<file path="src/rtl/mux_nch_scan_reg.sv">
// N-channel registered multiplexer with valid/ready output handshake.
// A channel is chosen either by software (manual) or by round-robin scan with a per-channel dwell.
module mux_nch_scan_reg #(
  parameter int N_CH  = 8,
  parameter int WIDTH = 8,
  parameter int SEL_W = $clog2(N_CH),
  parameter int DWELL = 4
) (
  input  logic                    clk,
  input  logic                    reset,
  input  logic [N_CH*WIDTH-1:0]   in_data,
  input  logic                    enable,
  input  logic                    mode,
  input  logic [SEL_W-1:0]        sel,
  input  logic                    sel_load,
  output logic [WIDTH-1:0]        out_data,
  output logic [SEL_W-1:0]        out_ch,
  output logic                    out_valid,
  input  logic                    out_ready
);

  localparam int               DW_W    = $clog2(DWELL + 1);
  localparam logic [SEL_W:0]   N_CH_X  = (SEL_W + 1)'(N_CH);
  localparam logic [SEL_W-1:0] CH_LAST = SEL_W'(N_CH - 1);
  localparam logic [DW_W-1:0]  DW_LAST = DW_W'(DWELL - 1);

  logic [SEL_W-1:0] ch_q, ch_d;
  logic [DW_W-1:0]  dwell_q, dwell_d;
  logic [WIDTH-1:0] data_q, data_d;
  logic [SEL_W-1:0] och_q, och_d;
  logic             valid_q, valid_d;
  logic             mode_prev_q;

  logic [WIDTH-1:0] chan_sel;
  logic             slot;
  logic             sel_ok;
  logic             mode_chg;

  always_comb begin
    chan_sel = '0;
    for (int k = 0; k < N_CH; k++) begin
      if (ch_q == SEL_W'(k)) chan_sel = in_data[k*WIDTH +: WIDTH];
    end
  end

  assign slot     = enable & (~valid_q | out_ready);
  assign sel_ok   = sel_load & ({1'b0, sel} < N_CH_X);
  assign mode_chg = (mode != mode_prev_q);

  always_comb begin
    data_d  = data_q;
    och_d   = och_q;
    valid_d = valid_q;
    ch_d    = ch_q;
    dwell_d = dwell_q;

    if (slot) begin
      data_d  = chan_sel;
      och_d   = ch_q;
      valid_d = 1'b1;
    end else if (!enable && valid_q && out_ready) begin
      valid_d = 1'b0;
    end

    // Priority: a valid select strobe, then a mode switch, then scan advance.
    if (sel_ok) begin
      ch_d    = sel;
      dwell_d = '0;
    end else if (mode_chg) begin
      dwell_d = '0;
    end else if (mode && slot) begin
      if (dwell_q == DW_LAST) begin
        dwell_d = '0;
        ch_d    = (ch_q == CH_LAST) ? '0 : ch_q + 1'b1;
      end else begin
        dwell_d = dwell_q + 1'b1;
      end
    end
  end

  always_ff @(posedge clk) begin
    // Tracked through reset so a steady mode is not seen as a change afterwards.
    mode_prev_q <= mode;
    if (reset) begin
      ch_q    <= '0;
      dwell_q <= '0;
      data_q  <= '0;
      och_q   <= '0;
      valid_q <= 1'b0;
    end else begin
      ch_q    <= ch_d;
      dwell_q <= dwell_d;
      data_q  <= data_d;
      och_q   <= och_d;
      valid_q <= valid_d;
    end
  end

  assign out_data  = data_q;
  assign out_ch    = och_q;
  assign out_valid = valid_q;

endmodule

</file>
<file path="config.mk">
export PLATFORM = sky130hd
export DESIGN_NAME = mux_nch_scan_reg
export DESIGN_NICKNAME = d
export VERILOG_FILES = /design/src/rtl/mux_nch_scan_reg.sv
export SDC_FILE = /design/constraint.sdc
export NUM_CORES = 1
export LEC_CHECK = 0
export BUFFER_PORTS_ARGS = -buffer_cell sky130_fd_sc_hd__buf_2
export CELL_PAD_IN_SITES_DETAIL_PLACEMENT = 1
export CELL_PAD_IN_SITES_GLOBAL_PLACEMENT = 2
export CORE_ASPECT_RATIO = 1.1
export CORE_MARGIN = 2
export CORE_UTILIZATION = 25
export DETAILED_ROUTE_END_ITERATION = 10
export GPL_ROUTABILITY_DRIVEN = 1
export PLACE_DENSITY_LB_ADDON = 0.3
export REMOVE_ABC_BUFFERS = 1
export SLEW_MARGIN = 30
export SYNTH_ARGS = -nofsm -noshare
export SYNTH_HDL_FRONTEND = slang
export SYNTH_SLANG_ARGS = --single-unit
export TNS_END_PERCENT = 1
</file>
<file path="constraint.sdc">
create_clock -name clk -period 5.4 [get_ports clk]
set_input_delay 0.81 -clock clk [delete_from_list [all_inputs] [get_ports clk]]
set_output_delay 0.81 -clock clk [all_outputs]
set_load 0.005 [all_outputs]
</file>
* Word level (Yosys, flattened, before mapping)
Index checks and enable logic that the tools add are counted.
Widths: inputs -> output; s select.
** Cells by class
- Bitwise logic cells :: 3
- Add/subtract/negate cells :: 2
- Eq/ne operators :: 10
- Reductions and logical operators :: 10
- Multiplexer cells :: 16
** Operator list (number)
- $mux 8 :: 8
- $mux 3 :: 6
- $eq 3x3->1 const B :: 4
- $eq 3x2->1 const B :: 3
- $add 3x1->3 const B :: 2
- $reduce_bool 2->1 :: 3
- $eq 3x1->1 const B :: 1
- $logic_and 1x1->1 :: 3
- $logic_not 3->1 :: 1
- $reduce_and 3->1 :: 1
- $reduce_or 3->1 :: 1
- $mux 1 :: 2
- $ne 2x2->1 const B :: 1
- $and 1x1->1 :: 1
- $logic_not 1->1 :: 1
- $ne 1x1->1 :: 1
- $not 1->1 :: 1
- $or 1x1->1 :: 1
** Word-level totals
- Logic and storage cells :: 47
- Flip-flop bits (word level) :: 19
- Input bits :: 73

* Logic depth before layout (Yosys ltp)
- Depth in word-level cells :: 9
- Mapped depth :: 9
- Mapped depth without buffers :: 6

* Worst setup path after synthesis
Ideal clock, no wire load.
- Path type :: input -> register
- Start :: in out_ready
- End :: reg data_q[7], in the netlist out_data[7]
- Data required time :: 5.278 ns
- Stages :: 5
- Data arrival time :: 1.811 ns
- Library setup time :: 0.122 ns
- Path buffers :: 1
- Setup slack :: 3.467 ns
- Path through :: nand2b_1 > and2_1 > clkbuf_1 > o2111a_1 > a221o_1
** On the way
- Cells in the longest elaborated chain, start to end :: 2
** Ends and longest elaborated chain
- start: declaration :: RTL line 19 : input logic out_ready
- $or 1x1->1 :: RTL line 46 : assign slot = enable & (~valid_q | out_ready);
- $and 1x1->1 :: RTL line 46
- end signal: assignment :: RTL line 93 : data_q <= data_d;
- end: declaration :: RTL line 29 : logic [WIDTH-1:0] data_q, data_d;
Every way passes these cells.
A chain may end at the register's enable or synchronous reset.

* Worst setup path after layout
- Start :: reg ch_q[2]
- End :: reg data_q[3], in the netlist out_data[3]
** On the way
- Cells in the longest elaborated chain, start to end :: 9
- Elaborated cells on any way between the ends :: 16
- Those cells by class :: 7 x eq/ne; 8 x mux; 1 x reduce/logical
** Ends and longest elaborated chain
- start: declaration :: RTL line 27 : logic [SEL_W-1:0] ch_q, ch_d;
- start signal: assignment :: RTL line 91 : ch_q <= ch_d;
- $logic_not 3->1 :: RTL line 42 : if (ch_q == SEL_W'(k)) chan_sel = in_data[k*WIDTH +: WIDTH];
- $mux 8 (7 in a row) :: RTL line 42
- $mux 8 (*) :: RTL line 42
Every way passes the cells marked *; elsewhere a longest branch is shown, timed or not.

==> summary.md <==
| Metric | Value |
|---|---|
| Run status | finished clean |
| Clock power share | 0.269 |
| Global route overflow | 0 |
| Critical Path RT | 5.56 ns |
| Pwr dens | 189 nW/um^2 |
| Initial Util | 0.261 |
| CTS clock-pin slew for the worst setup and hold paths | 0.08 ns |
| Drt first pass iters | 4 |
| Hold_buf cts | 0 |
| Sequential Power Share | 0.411 |
| Register area | 380 um^2 |
| Wire per inst | 16.3 um |
| Die Ht | 86.0 um |
| Flop and latch count out of synthesis | 19 |
| Comb pwr share | 0.319 |
| Final setup skew | 0.00424 ns |
| Crit share post-route | 0.459 |
| Sw Share | 0.323 |
| Post-synthesis area per instance | 7.75 um^2 |
| CP Capture Type | flip-flop |
| WHS | 0.458 ns |
| Maximum vdd drop | 0.0950 mV |
| Final Hold Fails | 0 |
| # DRC | 0 |
| Synth Warn # | 0 |
| Largest net degree at the start of global routing | 30 |
| DRT antenna net count | 0 |
| First DRT Iteration DRCs | 65 |
| Maximum clock path buffer count | 2 |
| CP Data Arrival Time | 2.64 ns |
| Vias per Instance | 5.19 |
| Unrepaired setup endpoints after global routing | false |
| Setup TNS Final | 0 ns |
| Crit Path Class | flip-flop to flip-flop |
| Layout cell share with drive strength beyond 1 | 0.347 |
| Final nets | 349 |
| Leak | 0.937 nW |
| CTS resizes | 0 |
| DR vias | 1,790 |
| Max_cap viols | 0 |
| Most frequent cells after synthesis | 21 x nand2_1, 19 x dfxtp_1, 14 x a21oi_1 |
| Post-synth top area share | 0.249 |
| H-Tree Depth | 1 |
| Hold depth | 2 |
| Main synth FF type | dfxtp_1 |
| Detailed Route WL | 5.61 mm |
| Fmax | 0.403 GHz |
| Final Power | 0.381 mW |
| Final core utilization | 0.344 |
| Slew Viols, Final | 0 |
| Antenna diodes | 0 |
| Crit-path max FO | 18 |
| CTS tree | built |
| Clock buffer count from CTS | 3 |
| Mapped Cells | 197 |
| Area leader, netlist | dfxtp_1 |
| Gr usage total | 0.169 |
| EDFF count, synth | 0 |
| Fill cell count | 747 |
| Slew headroom | 0.408 |
| CTS Sinks | 19 |
| Worst Hold Class | flip-flop to flip-flop |
| Count of buffers from port buffering | 84 |
| Initial antenna violation count | 0 |
| Core footprint | 5840 um^2 |
| Sw power | 0.123 mW |
| Mapped cell area | 1530 um^2 |
| Sequential share of the synthesized area | 0.249 |
| Worst Tran Pin Value | 0.888 ns |
| Critical path startpoint category | flip-flop |
| First-pass GRT wire length | 9.23 mm |
| Worst R2R Path Depth | 5 |
| Final instance area | 2010 um^2 |
| Vias in the first global route | 1,915 |
| Area occupied by multi-input gates | 1020 um^2 |
| Clock Latency Late Sink | 0.26 ns |
| Hpwl dp | 4.53 mm |
| Pint | 0.258 mW |
| Most frequent cell after synthesis | nand2_1 |
| IO Pins | 85 |
| Area grow syn2layout | 31.7% |
| Post-CTS Setup Bufs | 0 |
| Die area | 6750 um^2 |
| Synth top area cells | dfxtp_1 25%, ha_1 5.7%, nand2_1 5.2% |
| FP Rows | 29 |
| Placed instance area | 1960 um^2 |
| Final setup viols | 0 |
| Post-synth ARST share | 0 |
| Post-route minimum period | 2.48 ns |
| Die Span X | 78.5 um |
| Count of cell types in the netlist | 46 |
| Gp weighted congestion | 0.737 |
| Clk root buf | clkbuf_8 |
==> worst paths after layout <==
path / slack, ns / to / from
worst min register to register: 0.46 / dwell_q[1] / dwell_q[1]
worst max-delay path: 2.92 / out_data[3] / ch_q[2]
worst min-delay path: 0.46 / dwell_q[1] / dwell_q[1]
worst max register to register: 2.92 / out_data[3] / ch_q[2]
==> routing by layer <==
metal / global-route usage / part of all wire
met1: 0.209 / 0.43
met2: 0.304 / 0.50
met3: 0.0295 / 0.055
met4: 0.0415 / 0.014
met5: 0 / 0
==> power by group through the flow <==
| stage | registers, mW | clock network, mW | logic, mW |
|---|---|---|---|
| after floorplan | 0.159 | 0 | 0.0652 |
| after global placement | 0.160 | 0 | 0.122 |
| after detailed placement | 0.160 | 0 | 0.123 |
| after CTS | 0.157 | 0.106 | 0.123 |
| after global routing | 0.158 | 0.112 | 0.135 |
| final | 0.157 | 0.102 | 0.122 |
==> through the flow <==
stage | worst slack (ns) | std cells
after floorplan | 3.32 | 180
after global placement | 3.02 | 341
after detailed placement | 2.93 | 341
after CTS | 2.91 | 345
after global routing | 2.70 | 345
final | 2.92 | 345
==> final cells by class <==
| class | instances | area share |
|---|---|---|
| timing repair buffer | 84 | 0.209 |
| clock inverter | 1 | 0.00249 |
| clock buffer | 3 | 0.0205 |
| multi-input combinational | 148 | 0.507 |
| inverter | 13 | 0.0243 |
| tap | 77 | 0.0479 |
| sequential | 19 | 0.189 |
==> logic make-up (layout without fill, tap and decap cells) <==
group           after synthesis  in the layout  synth area share
compound gates               74             74             0.376
simple gates                 65             65             0.221
buf+inv                      30            101            0.0836
flops                        19             19             0.249
fa+ha+maj                     7              7            0.0574
xor+xnor                      1              1           0.00574
mux                           1              1           0.00656
==> critical path, cell delays in order, from the launching register on <==
cell,delay (ns)
dfxtp_1,0.66
inv_1,0.22
ha_1,0.39
or2_0,0.37
o311a_1,0.43
o41ai_2,0.30
==> sequential cells by signal (all words and copies together), names as in the netlist <==
register and count:
out_valid 1, ch_q 3, out_ch 3, mode_prev_q 1
out_data 8, dwell_q 3
==> layout by cell type (no fill, tap or decap), types with 6 or more instances in the layout <==
cell      netlist  routed
o211ai_1        6       6
ha_1            7       7
buf_2           5      84
nand2_1        21      21
o21ai_0         6       6
a21oi_1        14      14
nor2_1          7       7
dfxtp_1        19      19
nor2b_1        10      10
a221oi_1        8       8
nand3_1        10      10
inv_1          11      11
a211oi_1        6       6
Note: power is estimated with default switching activity, not from simulation.
